`config.mk`:
```
export PLATFORM = sky130hd
export DESIGN_NAME = dc_ram_req_ctrl
export DESIGN_NICKNAME = d
export VERILOG_FILES = /design/src/rtl/dc_ram_req_ctrl_pkg.sv /design/src/rtl/dc_ram_req_ctrl.sv
export SDC_FILE = /design/constraint.sdc
export NUM_CORES = 1
export LEC_CHECK = 0
export CORE_AREA = 2 2 517 519
export DETAILED_ROUTE_END_ITERATION = 8
export DIE_AREA = 0 0 519 521
export PLACE_DENSITY_LB_ADDON = 0.12
export SETUP_SLACK_MARGIN = 0.4
export SYNTH_ARGS = -nofsm -noshare
export SYNTH_HDL_FRONTEND = slang
export SYNTH_SLANG_ARGS = --single-unit
```
`constraint.sdc`:
```
create_clock -name clk -period 2.3 [get_ports clk]
set_clock_uncertainty 0.15 [all_clocks]
set_input_delay 0.46 -clock clk [delete_from_list [all_inputs] [get_ports clk]]
set_output_delay 0.46 -clock clk [all_outputs]
set_load 0.005 [all_outputs]
```
`src/rtl/dc_ram_req_ctrl_pkg.sv`:
```
// Shared types and helpers for the dcache data-RAM request controller:
// controller state encoding, RAM read/write strobe values and the
// byte-enable to bit-enable expansion used on the RAM bit_mask pins.
package dc_ram_req_ctrl_pkg;

    localparam int DC_DEPTH      = 2;
    localparam int DC_WIDTH      = 256;
    localparam int DC_WIDTH_BYTE = DC_WIDTH / 8;

    // Encoding of the RAM rw pin and of req_rw.
    localparam logic RW_READ  = 1'b0;
    localparam logic RW_WRITE = 1'b1;

    typedef enum logic [1:0] {
        IDLE    = 2'd0,
        RD_RESP = 2'd1,
        INIT    = 2'd2
    } state_e;

    // Every byte enable covers the eight bits of its lane.
    function automatic logic [DC_WIDTH-1:0] byte_to_bit_mask(
        input logic [DC_WIDTH_BYTE-1:0] byte_mask
    );
        logic [DC_WIDTH-1:0] bit_mask;
        bit_mask = '0;
        for (int i = 0; i < DC_WIDTH; i++) begin
            bit_mask[i] = byte_mask[i / 8];
        end
        return bit_mask;
    endfunction

endpackage

```
`src/rtl/dc_ram_req_ctrl.sv`:
```
// Initiator side of the dcache data-RAM port.
// Accepts byte-masked read/write requests on a valid/ready channel and drives
// the RAM pins combinationally from the accepted request. Read data comes back
// from the RAM one cycle later on qout and is presented on a valid/ready
// response channel; the RAM holds qout while no new read is issued, so a
// stalled response needs no local data register.
// Optional build macro DC_RAM_REQ_CTRL_ZEROIZE_EN: after reset, walk every
// index writing zero (one index per cycle) before accepting requests.
module dc_ram_req_ctrl
    import dc_ram_req_ctrl_pkg::*;
#(
    parameter int DEPTH      = DC_DEPTH,
    parameter int WIDTH      = DC_WIDTH,
    parameter int WIDTH_BYTE = WIDTH / 8,
    parameter int ADDR_WIDTH = $clog2(DEPTH)
) (
    input  logic                  clk,
    input  logic                  rst,
    input  logic                  req_valid,
    output logic                  req_ready,
    input  logic                  req_rw,
    input  logic [ADDR_WIDTH-1:0] req_addr,
    input  logic [WIDTH-1:0]      req_wdata,
    input  logic [WIDTH_BYTE-1:0] req_byte_mask,
    output logic                  resp_valid,
    input  logic                  resp_ready,
    output logic [WIDTH-1:0]      resp_rdata,
    output logic                  ram_en,
    output logic                  ram_rw,
    output logic [WIDTH-1:0]      ram_bit_mask,
    output logic [ADDR_WIDTH-1:0] ram_addr,
    output logic [WIDTH-1:0]      ram_din,
    input  logic [WIDTH-1:0]      ram_qout
);

`ifdef DC_RAM_REQ_CTRL_ZEROIZE_EN
    localparam state_e RESET_STATE = INIT;
    localparam logic [ADDR_WIDTH-1:0] LAST_IDX = ADDR_WIDTH'(DEPTH - 1);
`else
    localparam state_e RESET_STATE = IDLE;
`endif

    state_e                  state_q;
    state_e                  state_d;
`ifdef DC_RAM_REQ_CTRL_ZEROIZE_EN
    logic [ADDR_WIDTH-1:0]   init_idx_q;
    logic [ADDR_WIDTH-1:0]   init_idx_d;
`endif

    logic                    ready_raw_s;
    logic                    req_ready_s;
    logic                    resp_valid_s;
    logic                    accept_s;
    logic                    is_rd_s;
    logic                    ram_en_s;
    logic                    ram_rw_s;
    logic [WIDTH-1:0]        ram_bit_mask_s;
    logic [ADDR_WIDTH-1:0]   ram_addr_s;
    logic [WIDTH-1:0]        ram_din_s;

    // Handshake qualifiers, RAM pin drive and next-state selection.
    always_comb begin
        state_d        = state_q;
`ifdef DC_RAM_REQ_CTRL_ZEROIZE_EN
        init_idx_d     = init_idx_q;
`endif
        ready_raw_s    = 1'b0;
        resp_valid_s   = 1'b0;
        ram_rw_s       = req_rw;
        ram_addr_s     = req_addr;
        ram_din_s      = req_wdata;
        ram_bit_mask_s = byte_to_bit_mask(req_byte_mask);

        case (state_q)
            IDLE: begin
                ready_raw_s = 1'b1;
            end
            RD_RESP: begin
                // Consuming the response frees the port in the same cycle.
                ready_raw_s  = resp_ready;
                resp_valid_s = 1'b1;
            end
            INIT: begin
                ready_raw_s = 1'b0;
            end
            default: begin
                ready_raw_s = 1'b0;
            end
        endcase

        // Nothing is offered or issued while reset is held.
        req_ready_s = ready_raw_s & ~rst;
        resp_valid_s = resp_valid_s & ~rst;
        accept_s    = req_valid & req_ready_s;
        is_rd_s     = (req_rw == RW_READ);
        // A write with no enabled bytes is accepted but never reaches the RAM.
        ram_en_s    = accept_s & (is_rd_s | (|req_byte_mask));

        case (state_q)
            IDLE: begin
                if (accept_s && is_rd_s) begin
                    state_d = RD_RESP;
                end else begin
                    state_d = IDLE;
                end
            end
            RD_RESP: begin
                if (resp_ready) begin
                    if (accept_s && is_rd_s) begin
                        state_d = RD_RESP;
                    end else begin
                        state_d = IDLE;
                    end
                end else begin
                    state_d = RD_RESP;
                end
            end
            INIT: begin
`ifdef DC_RAM_REQ_CTRL_ZEROIZE_EN
                ram_en_s       = ~rst;
                ram_rw_s       = RW_WRITE;
                ram_addr_s     = init_idx_q;
                ram_din_s      = '0;
                ram_bit_mask_s = '1;
                if (init_idx_q == LAST_IDX) begin
                    state_d    = IDLE;
                    init_idx_d = '0;
                end else begin
                    state_d    = INIT;
                    init_idx_d = init_idx_q + ADDR_WIDTH'(1);
                end
`else
                state_d = IDLE;
`endif
            end
            default: begin
                state_d = IDLE;
            end
        endcase
    end

    // State register; reset drops any pending response.
    always_ff @(posedge clk) begin
        if (rst) begin
            state_q <= RESET_STATE;
        end else begin
            state_q <= state_d;
        end
    end

`ifdef DC_RAM_REQ_CTRL_ZEROIZE_EN
    // Zeroize walk index; restarts from index 0 on every reset.
    always_ff @(posedge clk) begin
        if (rst) begin
            init_idx_q <= '0;
        end else begin
            init_idx_q <= init_idx_d;
        end
    end
`endif

    assign req_ready    = req_ready_s;
    assign resp_valid   = resp_valid_s;
    assign resp_rdata   = ram_qout;
    assign ram_en       = ram_en_s;
    assign ram_rw       = ram_rw_s;
    assign ram_bit_mask = ram_bit_mask_s;
    assign ram_addr     = ram_addr_s;
    assign ram_din      = ram_din_s;

endmodule
```
# Yosys cells after proc, flatten, opt, wreduce, memory -nomap -nowiden
# Index checks and enable logic that the tools add are counted.
[word_totals] regBits=2 latch_bits=0 ramBits=0 romBits=0 inputBits=550 output_inout_bits=773 wordCells=17 memories=0
[classes] add_sub_neg=0 mul=0 n_div=0 magnitude_cmp=0 n_eq_ne=1 n_shift=0 muxes=5 bitwise_logic=7 reduce_logical=3
[op_table] op="$reduce_or A32 Y1" count=1
[op_table] op="$and A1 B1 Y1" count=4
[op_table] op="$pmux W2 S2" count=1
[op_table] op="$eq A2 B1 Y1 const B" count=1
[op_table] op="$logic_not A2 Y1" count=1
[op_table] op="$mux W1" count=2
[op_table] op="$mux W2" count=1
[op_table] op="$not A1 Y1" count=2
[op_table] op="$pmux W1 S2" count=1
[op_table] op="$logic_and A1 B1 Y1" count=1
[op_table] op="$or A1 B1 Y1" count=1

# Longest topological paths before layout
# Gate-level depths: netlist of the first run.
[depth] word_depth=8 depth_mapped=4 mapped_depth_nobuf=4

# Least setup slack after synthesis of the first run
# No wires, ideal clock.
[synth_timing] path_type="input port to output port" startpoint="input port req_byte_mask[7]" endpoint="output port ram_en" arrival_time_ns=1.203 required_ns=1.690 slack_ns=0.487 stages=3 path_buffers=0 cell_sequence="or4_4 -> nor4_2 -> a21oi_1"
[synth_between] elab_chain_len=3
[synth_lines] element="from (decl)" line="dc_ram_req_ctrl.sv:24" rtl="input logic [WIDTH_BYTE-1:0] req_byte_mask,"
[synth_lines] element="$reduce_or A32 Y1" line="dc_ram_req_ctrl.sv:97" rtl="ram_en_s = accept_s & (is_rd_s | (|req_byte_mask));"
[synth_lines] element="$or A1 B1 Y1" line="dc_ram_req_ctrl.sv:97"
[synth_lines] element="$and A1 B1 Y1" line="dc_ram_req_ctrl.sv:97"
[synth_lines] element="to (decl)" line="dc_ram_req_ctrl.sv:28" rtl="output logic ram_en,"
# No other way between the ends.

# Worst setup path after layout of the first run
[layout_timing] startpoint="input port req_byte_mask[6]" endpoint="output port ram_en"
# The elaborated chain is that of the path after synthesis.

==> results of run 1 <==
[worst max-delay path, delay by kind of cell]
family          cells  cell delay, ns
compound gates      1            0.09
buf+inv             5            0.83
simple gates        3            0.50
[placed cells by master (no fill, tap or decap), types with 7 or more instances in the layout]
| master | instances |
|---|---|
| buf_2 | 22 |
| buf_4 | 35 |
| dlygate4sd2_1 | 174 |
| buf_6 | 24 |
| dlymetal6s2s_1 | 12 |
| clkbuf_2 | 7 |
| clkdlybuf4s50_1 | 50 |
| clkdlybuf4s15_2 | 9 |
| buf_8 | 11 |
| buf_12 | 22 |
| clkdlybuf4s15_1 | 7 |
[stage by stage]
step                      utilization [%]  instances  total power, mW  area [um2]
after floorplan                         -        789             1.11        5920
after global placement               3.01       3896            0.910        7950
after detailed placement             3.01       3896            0.900        7950
after CTS                            3.13       3921            0.885        8280
after global routing                 3.15       3925            0.894        8320
final                                3.15       3930            0.829        8330
[worst paths after layout]
check / from / to / slack, ns / cells past startpoint
max: req_byte_mask[6] / ram_en / -0.20 / 9
min: state_q[0] / state_q[0] / 0.51 / 4
max reg2reg: state_q[0] / state_q[0] / 1.32 / 4
min reg2reg: state_q[0] / state_q[0] / 0.51 / 4
[kinds of logic (layout without fill, tap and decap cells)]
group,Yosys count,count (layout)
buffers and inverters,770,373
and+or+nand+nor,16,16
AOI/OAI and AO/OA,2,2
DFF,1,1
other,0,5
[repair_timing]
item	CTS	global route
pin swaps	11	0
setup endpoints to repair	260	43
setup buffers	25	4
gates resized for setup	472	28
[routing by layer]
layer	part of all wire [%]	vias to the layer above	track usage (%)
met5	0.074	-	0.0176
met4	6.0	10	3.91
met3	44	300	16.2
met2	41	766	11.5
met1	8.8	914	2.04
li1	-	836	-
[final cells by class]
| type | instances | area share (%) |
|---|---|---|
| Antenna cell | 5 | 0.150 |
| Multi-Input combinational cell | 18 | 2.94 |
| Sequential cell | 1 | 0.240 |
| Tap cell | 3533 | 53.1 |
| Timing Repair Buffer | 373 | 43.6 |
[report_power, final]
part	switching [mW]	internal (mW)	total (mW)
registers	0.000892	0.0186	0.0195
logic	0.358	0.451	0.809
clock network	0	0.000000252	0.000000252
==> impl_metrics.yaml, run 1 <==
routing:
  drt-total-wl_mm: 113
  vias: 2826
  drc_errors: 0
  viasPerCell: 0.719
  wire_per_inst_um: 28.7
  drt_iter0_drc: 77
  ant_nets: 0
  drt-pass1-iter-count: 4
synth:
  avgSynthCellArea_um2: 7.50
  async_reset_ff_share_pct: 0
  synthXorXnorAreaFrac_pct: 0
  yosysSeqAreaShare_pct: 0.338
  synth-simple-area-share_pct: 1.84
  synthTopCellsByCount: "buf_4 (770), nor4_1 (6)"
  synth_cells: 789
  synth.top_cells.by_area: "buf_4 (98%), nor4_1 (0.63%), dfxtp_1 (0.34%), nand2b_1 (0.21%), nor2b_1 (0.21%)"
  synth-adder-area-share_pct: 0
  synth_area_leader_cell: "buf_4"
  ys_types: 11
  synth.area.mux_share_pct: 0
  ys_ff_latch: 1
  yosysMostFrequentCell: "buf_4"
  synth_edf_count: 0
  synth-main-ff-cell: "dfxtp_1"
  syn_area_mm2: 0.00592
  synth_top_family_by_area: "buffers and inverters"
  synth_compound_area_share_pct: 0.169
  synth_top_area_share_pct: 97.7
  ys_warn_count: 0
  synth_fp_nets: 1339
floorplan:
  initial_core_util_pct: 2.24
  die_area_mm2: 0.270
  row_count: 189
  die_h_um: 521
  dieWidth_um: 519
  io_pins: 1323
  core-area_mm2: 0.264
grt:
  grt_pass1_vias: 2910
  antenna_found_initial: 15
  grt_pass1_wl_mm: 120
  grt_usage_pct: 7.88
  overflow: 0
  grt_start_max_net_pins: 9
cts:
  cts.reportedPaths.clkPinSlew_ns: 0.01
  holdBufCountCts: 0
  clkLatencyLatePin_ns: 0.01
sta:
  worstMarginPinSlew_ns: 0.376
  final.period_utilization_pct: 109
  max_freq_ghz: 0.400
  hold_ws_ns: 0.508
  setup_slack_ns: -0.200
  drv_slew: 0
  rsz0062_at_grt: "true"
  slew_headroom_pct: 74.8
  final.min_clock_period_ns: 2.50
  setup_viol: 1
  finalHoldViolations: 0
  setup_tns_ns: -0.200
place:
  dp_hpwl_mm: 110
  place.port_buffers: 296
  place_ws_ns: -1.63
  place.gp.congestion: 0.676
outcome:
  outcome: "complete, but fails checks"
  violations: "setup timing"
power:
  cellPowerDensity_mw_per_mm2: 99.5
  peakVddDrop_mv: 0.0477
  p_leak_nw: 2.14
layout:
  nFillCells: 31777
  syn2layout_area_growth_pct: 40.7
  largest_reg_flops: 1
  seq_area_um2: 20.0
  fin_nets: 944
  drive_gt1_share_pct: 36.5
  regMostFlops: "state_q"
  largestRegisters: "state_q (1)"
  multi_input_area_um2: 245
critical_path:
  worstPathCellList: "dlygate4sd2_1, buf_6, nor4_4, buf_4, nand4_1, buf_6, nor4_4, a21oi_4, buf_6"
  crit_top_cell: "buf_6"
  startpoint_type: "primary input"
  critical_path_required_ns: 1.69
  cpMaxStageDelayCell: "dlygate4sd2_1"
  end_kind: "output pin"
  worstPathArrival_ns: 1.89
  critPathMaxFanout: 2
  path_class: "primary input to output pin"
  slowest_delay_ns: 0.24
worst_hold_path:
  hold_path.class: "register to register"
flow_run:
  drv_cap: 0
Note: power is estimated with default switching activity, not from simulation.
==> inputs of run 2 (changes only) <==
- SETUP_SLACK_MARGIN: 0.4 -> 0.5
==> impl_metrics.yaml, run 2 (synthesis results as in run 1) <==
floorplan:
  core-area_mm2: 0.264
  die_area_mm2: 0.270
  die_h_um: 521
  io_pins: 1323
  row_count: 189
  initial_core_util_pct: 2.24
  dieWidth_um: 519
layout:
  regMostFlops: "state_q"
  nFillCells: 31769
  syn2layout_area_growth_pct: 42.3
  final_cell_mix: "dlygate4sd2_1 (191), buf_4 (35), buf_6 (29)"
  seq_area_um2: 20.0
  largestRegisters: "state_q (1)"
  largest_reg_flops: 1
  fin_nets: 948
  final_common_cell: "dlygate4sd2_1"
  drive_gt1_share_pct: 36.9
  multi_input_area_um2: 256
routing:
  ant_nets: 0
  vias: 2891
  viasPerCell: 0.735
  drt-pass1-iter-count: 3
  drc_errors: 0
  drt_iter0_drc: 88
  drt-total-wl_mm: 123
  wire_per_inst_um: 31.4
critical_path:
  rrSetupSlack_ns: 1.41
  path_class: "primary input to output pin"
  crit_buf_inv: 5
  critPathLaunch: "req_byte_mask[23]"
  worstPathArrival_ns: 1.75
  critPathMaxFanout: 3
  worstPathCellList: "buf_8, nor4_4, buf_4, nand2_2, buf_6, nor4_4, buf_4, a21oi_2, buf_6"
  reg2reg_from: "state_q[0]"
  rr_worst_depth: 3
  timing.rr.end: "state_q[0]"
  cpMaxStageDelayCell: "nor4_4"
  startpoint_type: "primary input"
  critPathTopFamily: "buffers and inverters"
  critical_path_required_ns: 1.69
  slowest_delay_ns: 0.25
  end_kind: "output pin"
grt:
  antenna_found_initial: 7
  overflow: 0
  grt_start_max_net_pins: 10
  use_met2_pct: 12.1
  grt_pass1_vias: 3039
  grt_pass1_wl_mm: 131
  met3_usage_pct: 19.8
  grt_usage_pct: 8.63
  busiest_layer: "met3"
  met1_usage_pct: 1.88
sta:
  worstMarginPinSlew_ns: 0.321
  rsz0062_at_grt: "true"
  finalHoldViolations: 0
  setup_tns_ns: -0.0606
  setup_slack_ns: -0.0606
  setup_viol: 1
  max_freq_ghz: 0.424
  drv_slew: 0
  final.min_clock_period_ns: 2.36
  final.period_utilization_pct: 103
  hold_ws_ns: 0.445
  slew_headroom_pct: 78.6
place:
  place.gp.congestion: 0.753
  place.port_buffers: 296
  dp_hpwl_mm: 120
worst_hold_path:
  whs_path_depth: 3
  hold_path.class: "register to register"
  worstHoldEndpoint: "state_q[0]"
  min_from: "state_q[0]"
power:
  peakVddDrop_mv: 0.0537
  cellPowerDensity_mw_per_mm2: 99.4
  p_leak_nw: 2.22
  power_uw: 838
cts:
  cts.reportedPaths.clkPinSlew_ns: 0.02
  clkLatencyLatePin_ns: 0.01
  holdBufCountCts: 0
outcome:
  violations: "setup timing"
  outcome: "complete, but fails checks"
flow_run:
  drv_cap: 0
-- run 2: cell count changes in the layout (fill, tap and decap cells not counted), moves of 6 or more --
cell             delta
clkdlybuf4s50_1    -28
dlygate4sd2_1      +17
clkdlybuf4s15_2     -6
clkdlybuf4s15_1    +12
clkbuf_2            -6
-- run 2: final cells by class --
cell class,instances,area share (%)
well taps,3533,52.5
repair buffers,377,44.2
diodes,3,0.0891
flip-flops and latches,1,0.238
multi-input cells,18,3.04
-- run 2: how the worst max path moves through the flow --
stage	end	cells past startpoint
after floorplan	ram_en	3
after global placement	ram_en	8
after detailed placement	ram_en	8
after CTS	ram_en	8
after global routing	ram_en	9
final	ram_en	9
-- run 2: worst register-to-register path, stage by stage (launching register included) --
cell and delay, ns:
dfxtp_1 0.36, nand2b_4 0.06, buf_4 0.12, a21oi_1 0.11
-- run 2: metrics by stage --
stage / utilization, % / cells / cell area [um2] / setup WS, ns
floorplan: - / 789 / 5920 / 0.489
global placement: 3.00 / 3890 / 7940 / -1.15
detailed placement: 3.00 / 3890 / 7940 / -1.12
CTS: 3.16 / 3928 / 8350 / -0.112
global route: 3.18 / 3929 / 8420 / -0.169
finish: 3.19 / 3932 / 8420 / -0.0606
-- run 2: routing by layer --
| metal | part of all wire (%) | vias to the layer above |
|---|---|---|
| met5 | 0.037 | - |
| met4 | 4.4 | 8 |
| met3 | 49 | 250 |
| met2 | 39 | 856 |
| met1 | 7.5 | 936 |
| li1 | - | 841 |
-- run 2: power breakdown --
group / internal (mW) / switching, mW / total [mW] / leakage (nW)
logic: 0.458 / 0.360 / 0.818 / 2.21
registers: 0.0185 / 0.00101 / 0.0196 / 0.00825
clock network: 0.0000000698 / 0 / 0.0000000698 / 0.0000190
total: 0.477 / 0.361 / 0.838 / 2.22
-- run 2: timing repair --
| action | 4_1_cts | 5_1_grt |
|---|---|---|
| gates cloned | 2 | 0 |
| resized for setup | 538 | 23 |
| pin swaps | 12 | 0 |
| endpoints found under the setup margin | 261 | 18 |
| setup buffers | 36 | 1 |
==> inputs of run 3 (changes only) <==
- CORE_AREA: 2 2 517 519 -> 2 2 510 512
- DIE_AREA: 0 0 519 521 -> 0 0 512 514
- DONT_BUFFER_PORTS: default -> 1
==> impl_metrics.yaml, run 3 (synthesis results as in run 1) <==
place:
  place.gp.congestion: 0.716
  place.port_buffers: 0
  place_ws_ns: -0.203
  dp.cells: 3430
critical_path:
  critPathMaxFanout: 9
  rr_worst_depth: 2
  slowest_delay_ns: 0.25
  cpMaxStageDelayCell: "nor4_4"
  timing.rr.end: "state_q[0]"
  critical_path_required_ns: 1.69
  worstPathCellList: "nor4_4, buf_4, nand4_1, buf_4, nor4_4, buf_4, a21oi_4, buf_6"
  crit_top_cell: "buf_4"
  reg2reg_from: "state_q[0]"
  path_class: "primary input to output pin"
  rrSetupSlack_ns: 1.56
  worstPathArrival_ns: 1.71
  end_kind: "output pin"
  endpoint: "ram_en"
  startpoint_type: "primary input"
  critPathLaunch: "req_byte_mask[4]"
layout:
  regMostFlops: "state_q"
  drive_gt1_share_pct: 53.6
  fin_nets: 580
  nFillCells: 30877
  final_common_cell: "buf_4"
  multi_input_area_um2: 184
  final_cell_mix: "buf_4 (8), nor4_4 (4), nor4_1 (3)"
  largest_reg_flops: 1
  seq_area_um2: 20.0
  final_core_util_pct: 1.76
  largestRegisters: "state_q (1)"
  fin_cells: 3432
  syn2layout_area_growth_pct: -23.4
power:
  peakVddDrop_mv: 0.0269
  p_leak_nw: 0.0872
  cellPowerDensity_mw_per_mm2: 10.1
floorplan:
  core-area_mm2: 0.258
  dieWidth_um: 512
  initial_core_util_pct: 2.29
  io_pins: 1323
  row_count: 187
  die_h_um: 514
  die_area_mm2: 0.263
outcome:
  violations: "setup timing"
  outcome: "complete, but fails checks"
routing:
  viasPerCell: 0.491
  drt-pass1-iter-count: 4
  drt_iter0_drc: 100
  ant_nets: 0
  wire_per_inst_um: 35.6
  vias: 1686
  drc_errors: 0
  drt-total-wl_mm: 122
grt:
  antenna_found_initial: 20
  overflow: 0
  grt_start_max_net_pins: 10
  grt_pass1_vias: 1610
  grt_pass1_wl_mm: 127
  grt_usage_pct: 8.82
cts:
  clkLatencyLatePin_ns: 0.01
  cts.reportedPaths.clkPinSlew_ns: 0.02
  postCtsSetupBuffers: 0
  holdBufCountCts: 0
sta:
  rsz0062_at_grt: "true"
  max_freq_ghz: 0.431
  finalHoldViolations: 0
  setup_slack_ns: -0.0193
  final.period_utilization_pct: 101
  slew_headroom_pct: 68.6
  drv_slew: 0
  setup_tns_ns: -0.0193
  worstMarginPinSlew_ns: 0.470
  setup_viol: 1
  final.min_clock_period_ns: 2.32
worst_hold_path:
  hold_path.class: "register to register"
  whs_path_depth: 2
flow_run:
  drv_cap: 0
[run 3: cell count changes in the layout (fill, tap and decap cells not counted), sizes merged]
cell / before / now
buf: 128 / 9
clkbuf: 1 / 0
clkdlybuf4s15: 22 / 0
clkdlybuf4s50: 22 / 0
diode: 3 / 2
dlygate4sd2: 191 / 0
dlymetal6s2s: 13 / 0
[run 3: worst min-delay path by stage]
stage / from / to / slack (ns)
2_1_floorplan: state_q[0] / state_q[0] / 0.30
3_3_place_gp: state_q[0] / state_q[0] / 0.32
3_5_place_dp: state_q[0] / state_q[0] / 0.34
4_1_cts: state_q[0] / state_q[0] / 0.35
5_1_grt: rst / state_q[0] / 0.38
6_report: state_q[0] / state_q[0] / 0.35
[run 3: critical path: cells and delay by family]
| family | cells | cell delay [ns] |
|---|---|---|
| AOI/OAI and AO/OA | 1 | 0.06 |
| buffers and inverters | 4 | 0.63 |
| and+or+nand+nor | 3 | 0.53 |
[run 3: cell type report]
class,instances,area share (%)
sequential,1,0.441
multi-input combinational,18,4.05
tap,3402,93.8
antenna,2,0.110
timing repair buffer,9,1.57
[run 3: power by group]
part	internal (mW)	leakage, nW	switching (mW)
Sequential	0.0185	0.00825	0.000590
Combinational	0.0128	0.0789	0.0140
Clock	0.000000120	0.0000127	0
Total	0.0313	0.0872	0.0146
[run 3: per-stage QoR]
stage | hold slack [ns] | power, mW | area [um2]
2_1_floorplan | 0.300 | 1.11 | 5920
3_3_place_gp | 0.322 | 0.0469 | 4460
3_5_place_dp | 0.345 | 0.0470 | 4460
4_1_cts | 0.348 | 0.0498 | 4510
5_1_grt | 0.377 | 0.0509 | 4530
6_report | 0.347 | 0.0459 | 4540
[run 3: layer usage]
layer | GRT usage (%) | up-vias | routed length, um
li1 | - | 101 | -
met1 | 0.761 | 375 | 3800
met2 | 12.0 | 916 | 46500
met3 | 22.5 | 280 | 66000
met4 | 3.25 | 14 | 5690
met5 | 0 | - | 96
[run 3: timing repair]
action,in CTS,in global routing
setup endpoints to repair,1,1
gates cloned,0,0
resized for setup,7,3
pin swaps,3,2
